**src/rtl/reset_sequencer_pkg.sv**
```systemverilog
// Shared types and constants for the reset sequencer.
//   state_e      : sequencer states
//   Cause*Idx    : bit positions inside rst_cause_o ({lock_loss, button, software})
package reset_sequencer_pkg;

  typedef enum logic [2:0] {
    WAIT_LOCK = 3'd0,
    SETTLE    = 3'd1,
    HOLD      = 3'd2,
    BTN_HELD  = 3'd3,
    RUN       = 3'd4
  } state_e;

  localparam int unsigned CauseW       = 3;
  localparam int unsigned CauseLockIdx = 2;
  localparam int unsigned CauseBtnIdx  = 1;
  localparam int unsigned CauseSwIdx   = 0;

endpackage

```
**src/rtl/reset_btn_filter.sv**
```systemverilog
// Reset push-button conditioning: synchronises the raw active-low button
// into clk_i and debounces it.
//   clk_i         : clock
//   rst_ni        : async active-low reset (button treated as released)
//   btn_ni        : raw active-low button, asynchronous and bouncy
//   btn_pressed_o : debounced, active-high "button is pressed"
module reset_btn_filter #(
  parameter int unsigned SyncStages     = 2,
  parameter int unsigned DebounceCycles = 500
) (
  input  logic clk_i,
  input  logic rst_ni,
  input  logic btn_ni,
  output logic btn_pressed_o
);

  localparam int unsigned       CntW   = $clog2(DebounceCycles + 1);
  localparam logic [CntW-1:0]   DbLast = CntW'(DebounceCycles - 1);

  logic [SyncStages-1:0] sync_q;
  logic                  btn_s;
  logic                  db_q, db_d;
  logic [CntW-1:0]       cnt_q, cnt_d;

  // Synchroniser resets to 1 so a reset never looks like a press.
  always_ff @(posedge clk_i or negedge rst_ni) begin
    if (!rst_ni) begin
      sync_q <= '1;
    end else begin
      sync_q <= {sync_q[SyncStages-2:0], btn_ni};
    end
  end

  assign btn_s = sync_q[SyncStages-1];

  // The debounced level flips on the DebounceCycles-th consecutive cycle in
  // which the synchronised input disagrees with it; agreement clears the count.
  always_comb begin
    db_d  = db_q;
    cnt_d = '0;
    if (btn_s != db_q) begin
      if (cnt_q == DbLast) begin
        db_d = btn_s;
      end else begin
        cnt_d = cnt_q + 1'b1;
      end
    end
  end

  always_ff @(posedge clk_i or negedge rst_ni) begin
    if (!rst_ni) begin
      db_q  <= 1'b1;
      cnt_q <= '0;
    end else begin
      db_q  <= db_d;
      cnt_q <= cnt_d;
    end
  end

  assign btn_pressed_o = ~db_q;

endmodule

```
**src/rtl/reset_sequencer.sv**
```systemverilog
// System reset sequencer: waits for a settled PLL lock, holds the system in
// reset for a fixed time, then releases it. Re-enters reset on lock loss,
// a debounced button press or a software request, and records the cause.
//   clk_i        : clock
//   rst_ni       : async active-low reset
//   pll_locked_i : PLL lock, asynchronous
//   btn_ni       : raw reset button, active-low, asynchronous
//   sw_rst_req_i : one-cycle synchronous software reset request
//   rst_sys_no   : registered system reset, active-low
//   rst_done_o   : high while in RUN
//   rst_cause_o  : sticky {lock_loss, button, software}; 000 = power-on
module reset_sequencer
  import reset_sequencer_pkg::*;
#(
  parameter int unsigned SyncStages       = 2,
  parameter int unsigned LockSettleCycles = 16,
  parameter int unsigned HoldCycles       = 195,
  parameter int unsigned DebounceCycles   = 500
) (
  input  logic              clk_i,
  input  logic              rst_ni,
  input  logic              pll_locked_i,
  input  logic              btn_ni,
  input  logic              sw_rst_req_i,
  output logic              rst_sys_no,
  output logic              rst_done_o,
  output logic [CauseW-1:0] rst_cause_o
);

  localparam int unsigned        SettleW    = $clog2(LockSettleCycles + 1);
  localparam int unsigned        HoldW      = $clog2(HoldCycles + 1);
  localparam logic [SettleW-1:0] SettleLast = SettleW'(LockSettleCycles - 1);
  localparam logic [SettleW-1:0] SettleMax  = SettleW'(LockSettleCycles);
  localparam logic [HoldW-1:0]   HoldLast   = HoldW'(HoldCycles - 1);
  localparam logic [HoldW-1:0]   HoldMax    = HoldW'(HoldCycles);

  logic [SyncStages-1:0] lock_sync_q;
  logic                  lock_s;
  logic                  btn_pressed;

  state_e              state_q, state_d;
  logic [SettleW-1:0]  settle_cnt_q, settle_cnt_d;
  logic [HoldW-1:0]    hold_cnt_q, hold_cnt_d;
  logic [CauseW-1:0]   cause_q, cause_d;
  logic                rst_sys_q;

  // NOTE: sequential state uses non-blocking assignments so every flop
  // samples pre-edge values regardless of block ordering.
  always_ff @(posedge clk_i or negedge rst_ni) begin
    if (!rst_ni) begin
      lock_sync_q <= '0;
    end else begin
      lock_sync_q <= {lock_sync_q[SyncStages-2:0], pll_locked_i};
    end
  end

  assign lock_s = lock_sync_q[SyncStages-1];

  reset_btn_filter #(
    .SyncStages     (SyncStages),
    .DebounceCycles (DebounceCycles)
  ) u_btn_filter (
    .clk_i         (clk_i),
    .rst_ni        (rst_ni),
    .btn_ni        (btn_ni),
    .btn_pressed_o (btn_pressed)
  );

  // Counters are zero outside their own state, so every entry into SETTLE or
  // HOLD starts a full count. Lock loss outranks everything in every state.
  always_comb begin
    // NOTE: every output of this block gets a default first so no path
    // through the case leaves a variable unassigned (no latches).
    state_d      = state_q;
    settle_cnt_d = '0;
    hold_cnt_d   = '0;
    cause_d      = cause_q;

    unique case (state_q)
      WAIT_LOCK: begin
        if (lock_s) state_d = SETTLE;
      end

      SETTLE: begin
        if (!lock_s) begin
          state_d = WAIT_LOCK;
        end else if (settle_cnt_q == SettleLast) begin
          state_d = HOLD;
        end else begin
          settle_cnt_d = (settle_cnt_q < SettleMax) ? settle_cnt_q + 1'b1 : settle_cnt_q;
        end
      end

      HOLD: begin
        // Software requests are deliberately not looked at here.
        if (!lock_s) begin
          state_d = WAIT_LOCK;
        end else if (btn_pressed) begin
          state_d = BTN_HELD;
        end else if (hold_cnt_q == HoldLast) begin
          state_d = RUN;
        end else begin
          hold_cnt_d = (hold_cnt_q < HoldMax) ? hold_cnt_q + 1'b1 : hold_cnt_q;
        end
      end

      BTN_HELD: begin
        if (!lock_s) begin
          state_d = WAIT_LOCK;
        end else if (!btn_pressed) begin
          state_d = HOLD;
        end
      end

      RUN: begin
        // Only the highest-priority event is recorded as the cause.
        if (!lock_s) begin
          state_d               = WAIT_LOCK;
          cause_d               = '0;
          cause_d[CauseLockIdx] = 1'b1;
        end else if (btn_pressed) begin
          state_d              = BTN_HELD;
          cause_d              = '0;
          cause_d[CauseBtnIdx] = 1'b1;
        end else if (sw_rst_req_i) begin
          state_d             = HOLD;
          cause_d             = '0;
          cause_d[CauseSwIdx] = 1'b1;
        end
      end

      default: state_d = WAIT_LOCK;
    endcase
  end

  always_ff @(posedge clk_i or negedge rst_ni) begin
    if (!rst_ni) begin
      state_q      <= WAIT_LOCK;
      settle_cnt_q <= '0;
      hold_cnt_q   <= '0;
      cause_q      <= '0;
      rst_sys_q    <= 1'b0;
    end else begin
      state_q      <= state_d;
      settle_cnt_q <= settle_cnt_d;
      hold_cnt_q   <= hold_cnt_d;
      cause_q      <= cause_d;
      // Registered from the current state only: releases one cycle after
      // RUN is entered and never depends combinationally on an input.
      rst_sys_q    <= (state_q == RUN);
    end
  end

  assign rst_sys_no  = rst_sys_q;
  assign rst_done_o  = (state_q == RUN);
  assign rst_cause_o = cause_q;

endmodule
```
**config.mk**
```make
export PLATFORM = sky130hd
export DESIGN_NAME = reset_sequencer
export DESIGN_NICKNAME = d
export VERILOG_FILES = /design/src/rtl/reset_sequencer_pkg.sv /design/src/rtl/reset_btn_filter.sv /design/src/rtl/reset_sequencer.sv
export SDC_FILE = /design/constraint.sdc
export NUM_CORES = 1
export LEC_CHECK = 0
export BUFFER_PORTS_ARGS = -buffer_cell sky130_fd_sc_hd__buf_2
export CAP_MARGIN = 20
export CORE_AREA = 3 3 57 59
export DETAILED_ROUTE_END_ITERATION = 12
export DIE_AREA = 0 0 60 62
export HOLD_SLACK_MARGIN = 0.15
export PLACE_DENSITY_LB_ADDON = 0.08
export REMOVE_ABC_BUFFERS = 1
export SLEW_MARGIN = 20
export SYNTH_ARGS = -nofsm -noshare
export SYNTH_HDL_FRONTEND = slang
export SYNTH_SLANG_ARGS = --single-unit
```
**constraint.sdc**
```tcl
create_clock -name clk_i -period 2.2 [get_ports clk_i]
set_clock_uncertainty 0.1 [all_clocks]
set_input_delay 0.44 -clock clk_i [delete_from_list [all_inputs] [get_ports clk_i]]
set_output_delay 0.44 -clock clk_i [all_outputs]
set_load 0.05 [all_outputs]
```
=== Word level (Yosys, flattened, before mapping) ===
Cells that the tools add are included.

* Mux-type cells: 26
* Equality and inequality tests: 16
* Order comparisons: 2
* Add/sub/neg operators: 3
* Reductions and logical operators: 4

{| class="wikitable"
|+ Operator list
! kind !! number
|-
| $mux 3 || 14
|-
| $mux 8 || 5
|-
| $mux 5 || 4
|-
| $mux 9 || 2
|-
| $pmux 3 s5 || 1
|-
| $ne 4x4->1 const B || 3
|-
| $add 9x1->9 const B || 1
|-
| $eq 9x9->1 const B || 1
|-
| $add 8x1->8 const B || 1
|-
| $eq 8x8->1 const B || 1
|-
| $lt 8x8->1 const B || 1
|-
| $eq 3x2->1 const B || 2
|-
| $ne 3x3->1 const B || 2
|-
| $add 5x1->5 const B || 1
|-
| $eq 5x4->1 const B || 1
|-
| $lt 5x5->1 const B || 1
|-
| $ne 5x5->1 const B || 1
|-
| $reduce_and 5->1 || 1
|-
| $reduce_and 2->1 || 2
|-
| $eq 3x1->1 const B || 1
|-
| $eq 3x3->1 const B || 1
|-
| $logic_not 3->1 || 1
|-
| $ne 3x2->1 const B || 1
|-
| $ne 2x2->1 const B || 1
|-
| $ne 1x1->1 || 1
|}

* Bits of input ports: 5
* Bits in registers: 34
* Logic and storage cells: 60
* Output and inout bits: 5

=== Longest topological paths before layout ===
* Depth after elaboration: 6
* Mapped depth: 7
* Gate-level depth less buffers: 6

=== Cells and area by module ===
Synthesis repeated with hierarchy kept, for this count alone.

* Cell total of the unflattened synthesis: 159
* Area total of the unflattened synthesis: 1634.1 sq um

{| class="wikitable"
|+ Modules (own cells, without submodules)
! module !! seq. area each (sq um) !! area an instance (sq um) !! times used !! cells an instance
|-
| reset_sequencer || 550.5 || 1102.3 || 1 || 111
|-
| reset_btn_filter || 304.0 || 531.8 || 1 || 48
|}

=== Least setup slack after synthesis ===
Ideal clock, no wire load.

* Path type: register to register
* Start point: register u_btn_filter.db_q
* End point: register hold_cnt_q[3]
* Buffers on the path: 1
* Data required time: 1.969 ns
* Slack: 0.315 ns
* Arrival: 1.653 ns
* Setup time: 0.131 ns
* Clock period less this slack: 1.885 ns
* Cell stages (with the launch flop): 6
* Cells stage by stage: dfstp_2 -> clkbuf_1 -> nand2_1 -> nor3_1 -> a2111oi_0 -> or3_1

* Word-level cells in the longest chain between the ends: 3
* Elaborated cells between the ends (all ways): 4
* Those cells by class: 1 x eq/ne; 3 x mux

{| class="wikitable"
|+ RTL lines
! what !! RTL line !! RTL
|-
| start, declared || reset_btn_filter.sv:22 || <nowiki>logic db_q, db_d;</nowiki>
|-
| start signal, assigned || reset_btn_filter.sv:52 || <nowiki>db_q <= 1'b1;</nowiki>
|-
| start signal, assigned || reset_btn_filter.sv:55 || <nowiki>db_q <= db_d;</nowiki>
|-
| $mux 8 || reset_sequencer.sv:98 || <nowiki>end else if (btn_pressed) begin</nowiki>
|-
| $mux 8 || reset_sequencer.sv:96 || <nowiki>if (!lock_s) begin</nowiki>
|-
| $mux 8 || reset_sequencer.sv:79 || <nowiki>unique case (state_q)</nowiki>
|-
| end signal, assigned || reset_sequencer.sv:146 || <nowiki>hold_cnt_q <= hold_cnt_d;</nowiki>
|-
| end, declared || reset_sequencer.sv:43 || <nowiki>logic [HoldW-1:0] hold_cnt_q, hold_cnt_d;</nowiki>
|}

Parallel ways exist; a longest one is shown, timed or not.
A chain may end at the register's enable or synchronous reset.

=== Worst setup path after layout ===
* Start point: register state_q[0]
* End point: output rst_done_o

* Word-level cells in the longest chain between the ends: 1

{| class="wikitable"
|+ RTL lines
! what !! RTL line !! RTL
|-
| start, declared || reset_sequencer.sv:41 || <nowiki>state_e state_q, state_d;</nowiki>
|-
| start signal, assigned || reset_sequencer.sv:144 || <nowiki>state_q <= state_d;</nowiki>
|-
| $eq 3x3->1 || reset_sequencer.sv:155 || <nowiki>assign rst_done_o = (state_q == RUN);</nowiki>
|-
| end, declared || reset_sequencer.sv:26 || <nowiki>output logic rst_done_o,</nowiki>
|}

No other way between the ends.

==> impl_metrics.csv <==
group,metric,value,unit
global_route,grt_pass1_wl,4900,um
sta,fmax,501,MHz
cells_and_area,fin_nets,186,
clock_tree,cts.sink_count,34,
power_and_ir_drop,pwr-share-comb,3.9,%
flow_run,maxCapViolCount,0,
critical_path,crit_type,"reg -> out",
sta,hold_viol,0,
clock_tree,cts_buffer_depth,2,
power_and_ir_drop,clkPwrFrac,34.0,%
cells_and_area,drive_above_1_share,16.3,%
floorplanning,io_pins,10,
critical_path,regToRegSetupSlack,240,ps
cells_and_area,antennaDiodeCount,0,
synthesis,synth_largest_area_cell,"dfrtp_1",
placement,detailed_place_hpwl,1860,um
synthesis,yosysMostFrequentCell,"dfrtp_1",
clock_tree,cts-root-buf,"clkbuf_4",
synthesis,ys_ff_latch,34,
synthesis,synthArstFlopShare,100,%
clock_tree,htree_levels,2,
sta,period_needed,2000,ps
critical_path,crit_path_end_kind,"output port",
synthesis,syn_area,0.00161,mm2
power_and_ir_drop,p_switching,0.235,mW
floorplanning,die_y,62,um
global_route,grt_max_degree,35,
route,drt-wirelength-per-cell,12.8,um
power_and_ir_drop,p_leak,0.827,nW
route,vias,1180,
critical_path,critPathLaunch,"state_q[0]$_DFFE_PN0P_",
min_path,whs_path_depth,2,
clock_tree,cts_setup_buffers,0,
power_and_ir_drop,p_int,0.810,mW
route,drc,0,
cells_and_area,areaGrowthSynthToFinish,11.2,%
route,dr.pass1.iters,4,
critical_path,critPathMaxFanout,7,
synthesis,synth_ff_type,"dfrtp_1",
critical_path,slowest_stage,"dfrtp_1",
route,drt_wl_total,2680,um
critical_path,rr_worst_depth,5,
floorplanning,die_w,60,um
clock_tree,clk-insertion-delay-late,330,ps
synthesis,synth_seq_area_share,53.0,%
power_and_ir_drop,pwr-share-seq,62.1,%
power_and_ir_drop,ir_drop,0.442,mV
clock_tree,cts_buffers,5,
synthesis,synth_edf_count,0,
outcome,status,"finished, final reports clean",
critical_path,r2r-start,"hold_cnt_q[4]$_DFFE_PN0P_",
sta,slew_headroom,51.3,%
critical_path,critPathLaunchType,"flip-flop",
synthesis,synth.distinct_cells,43,
clock_tree,ctsHoldBuffers,3,
sta,tightest_slew,730,ps
clock_tree,cts_tree,"done",
placement,dpl_cell_area,0.00170,mm2
critical_path,regToRegEndpoint,"hold_cnt_q[5]$_DFFE_PN0P_",
floorplanning,rows,19,
power_and_ir_drop,swShare,22.5,%
route,vias_per_cell,5.65,
critical_path,critPathBufInv,2,
placement,place.gp.congestion,0.881,
synthesis,synth.avg_cell_area,10.2,um2
sta,setup_violations,0,
sta,maxSlewViolCount,0,
route,drt_iter0_drc,35,
power_and_ir_drop,power-per-cell-area,583,mW/mm2
synthesis,synth_top_area_share,48.1,%
synthesis,yosys-top-cells-area,"dfrtp_1 48%, nor2_1 5.6%, dfstp_2 4.9%",
sta,rsz0062_at_grt,"no",
critical_path,cp.arrival,1460,ps
synthesis,ys_warn_count,0,
sta,layout_worst_path_cycle_share,90.7,%
global_route,antenna_found_initial,0,
cells_and_area,finalInstanceArea,0.00179,mm2
floorplanning,die_area,0.00372,mm2
min_path,hp-start,"sw_rst_req_i",
synthesis,syn_inst,158,
critical_path,path_cells,"nor2_1 -> nand2_1 -> inv_1 -> buf_2",
synthesis,synth_common_cells,"31 x dfrtp_1, 24 x nor2_1, 15 x nand2_1",
clock_tree,cts.clk_slew.worst_paths,110,ps
min_path,hold_end,"state_q[2]$_DFFE_PN0P_",
critical_path,cp.required,1660,ps
min_path,hp-class,"in -> reg",
route,ant_nets,0,
global_route,grt_pass1_vias,1159,
placement,io_buffers,9,
floorplanning,start_util,58.5,%
clock_tree,post_cts_resized,0,
critical_path,critPathMaxStageDelay,460,ps
global_route,grtUsageTotal,17.9,%
placement,place_ws,247,ps
sta,timing.final.ws_setup,204,ps
critical_path,cp_top_family,"flip-flops",
sta,tns,0,ps
power_and_ir_drop,total_power,1.05,mW
global_route,gr-total-overflow,0,
floorplanning,core,0.00276,mm2
layout make-up:
cell class                 count  area (um2)
fill                         234         965
sequential                    34         855
multi-input combinational    115         721
timing repair buffer          15        97.6
clock buffer                   8        58.8
tap                           31        38.8
inverter                       6        22.5
stage by stage:
step                      util [%]  hold slack, ps  instances
after global routing          65.0             214        209
after CTS                     65.0             214        209
after detailed placement      61.8             236        198
after floorplan                  -            44.4        155
after global placement        61.8             239        198
final                         65.0             225        209
registers in the layout, indices dropped and copies added, names as in the netlist:
register / flops
u_btn_filter.cnt_q: 9
hold_cnt_q: 8
settle_cnt_q: 5
rst_cause_o: 3
state_q: 3
lock_sync_q: 2
u_btn_filter.sync_q: 2
rst_sys_no: 1
u_btn_filter.db_q: 1
metal layers:
metal | vias to the layer above | GRT usage (%) | share of wire (%)
li1 | 578 | - | -
met1 | 581 | 21.5 | 49
met2 | 16 | 29.5 | 46
met3 | 5 | 4.75 | 3.6
met4 | 0 | 9.49 | 1.6
met5 | - | 0 | 0
power groups by stage:
stage	registers (mW)	logic, mW	clock network (mW)
after floorplan	0.658	0.0180	0
after global placement	0.661	0.0368	0
after detailed placement	0.661	0.0382	0
after CTS	0.650	0.0422	0.366
after global routing	0.652	0.0478	0.398
final	0.650	0.0405	0.356
cells in the final DEF (no fill, tap or decap), types with 2 or more instances in the layout:
cell type	netlist	routed
dlygate4sd3_1	0	3
a21oi_1	7	7
nand3_1	6	6
a211oi_1	2	2
nor3b_1	2	2
mux2_2	2	2
xnor2_1	6	6
inv_1	6	6
ha_1	4	4
nor2b_1	3	3
or2_2	2	2
clkbuf_1	2	2
buf_2	0	9
xor2_1	7	7
buf_4	1	3
nand2b_1	2	2
o21ai_0	5	5
nand2_1	15	15
nand4_1	2	2
or3_1	3	3
dfrtp_1	31	31
and3_1	2	2
nor2_1	24	24
clkbuf_4	0	5
dfstp_2	3	3
worst max-delay path by stage:
stage                                endpoint  slack (ps)  cells past startpoint
global route                       rst_done_o          40                      4
finish                             rst_done_o         200                      4
global placement    hold_cnt_q[3]$_DFFE_PN0P_         280                      4
floorplan           hold_cnt_q[3]$_DFFE_PN0P_         220                      4
CTS                                rst_done_o         190                      4
detailed placement  hold_cnt_q[5]$_DFFE_PN0P_         250                      5
cells by family after synthesis:
logic type	Yosys count	synth area share, %
AO/OA/AOI/OAI	27	11.8
XOR/XNOR	13	7.06
adder cells (fa/ha/maj)	4	3.10
buffers and inverters	9	2.33
flip-flops	34	53.0
multiplexers	3	2.02
AND/OR/NAND/NOR	68	20.7
(Power assumes the default switching activity.)
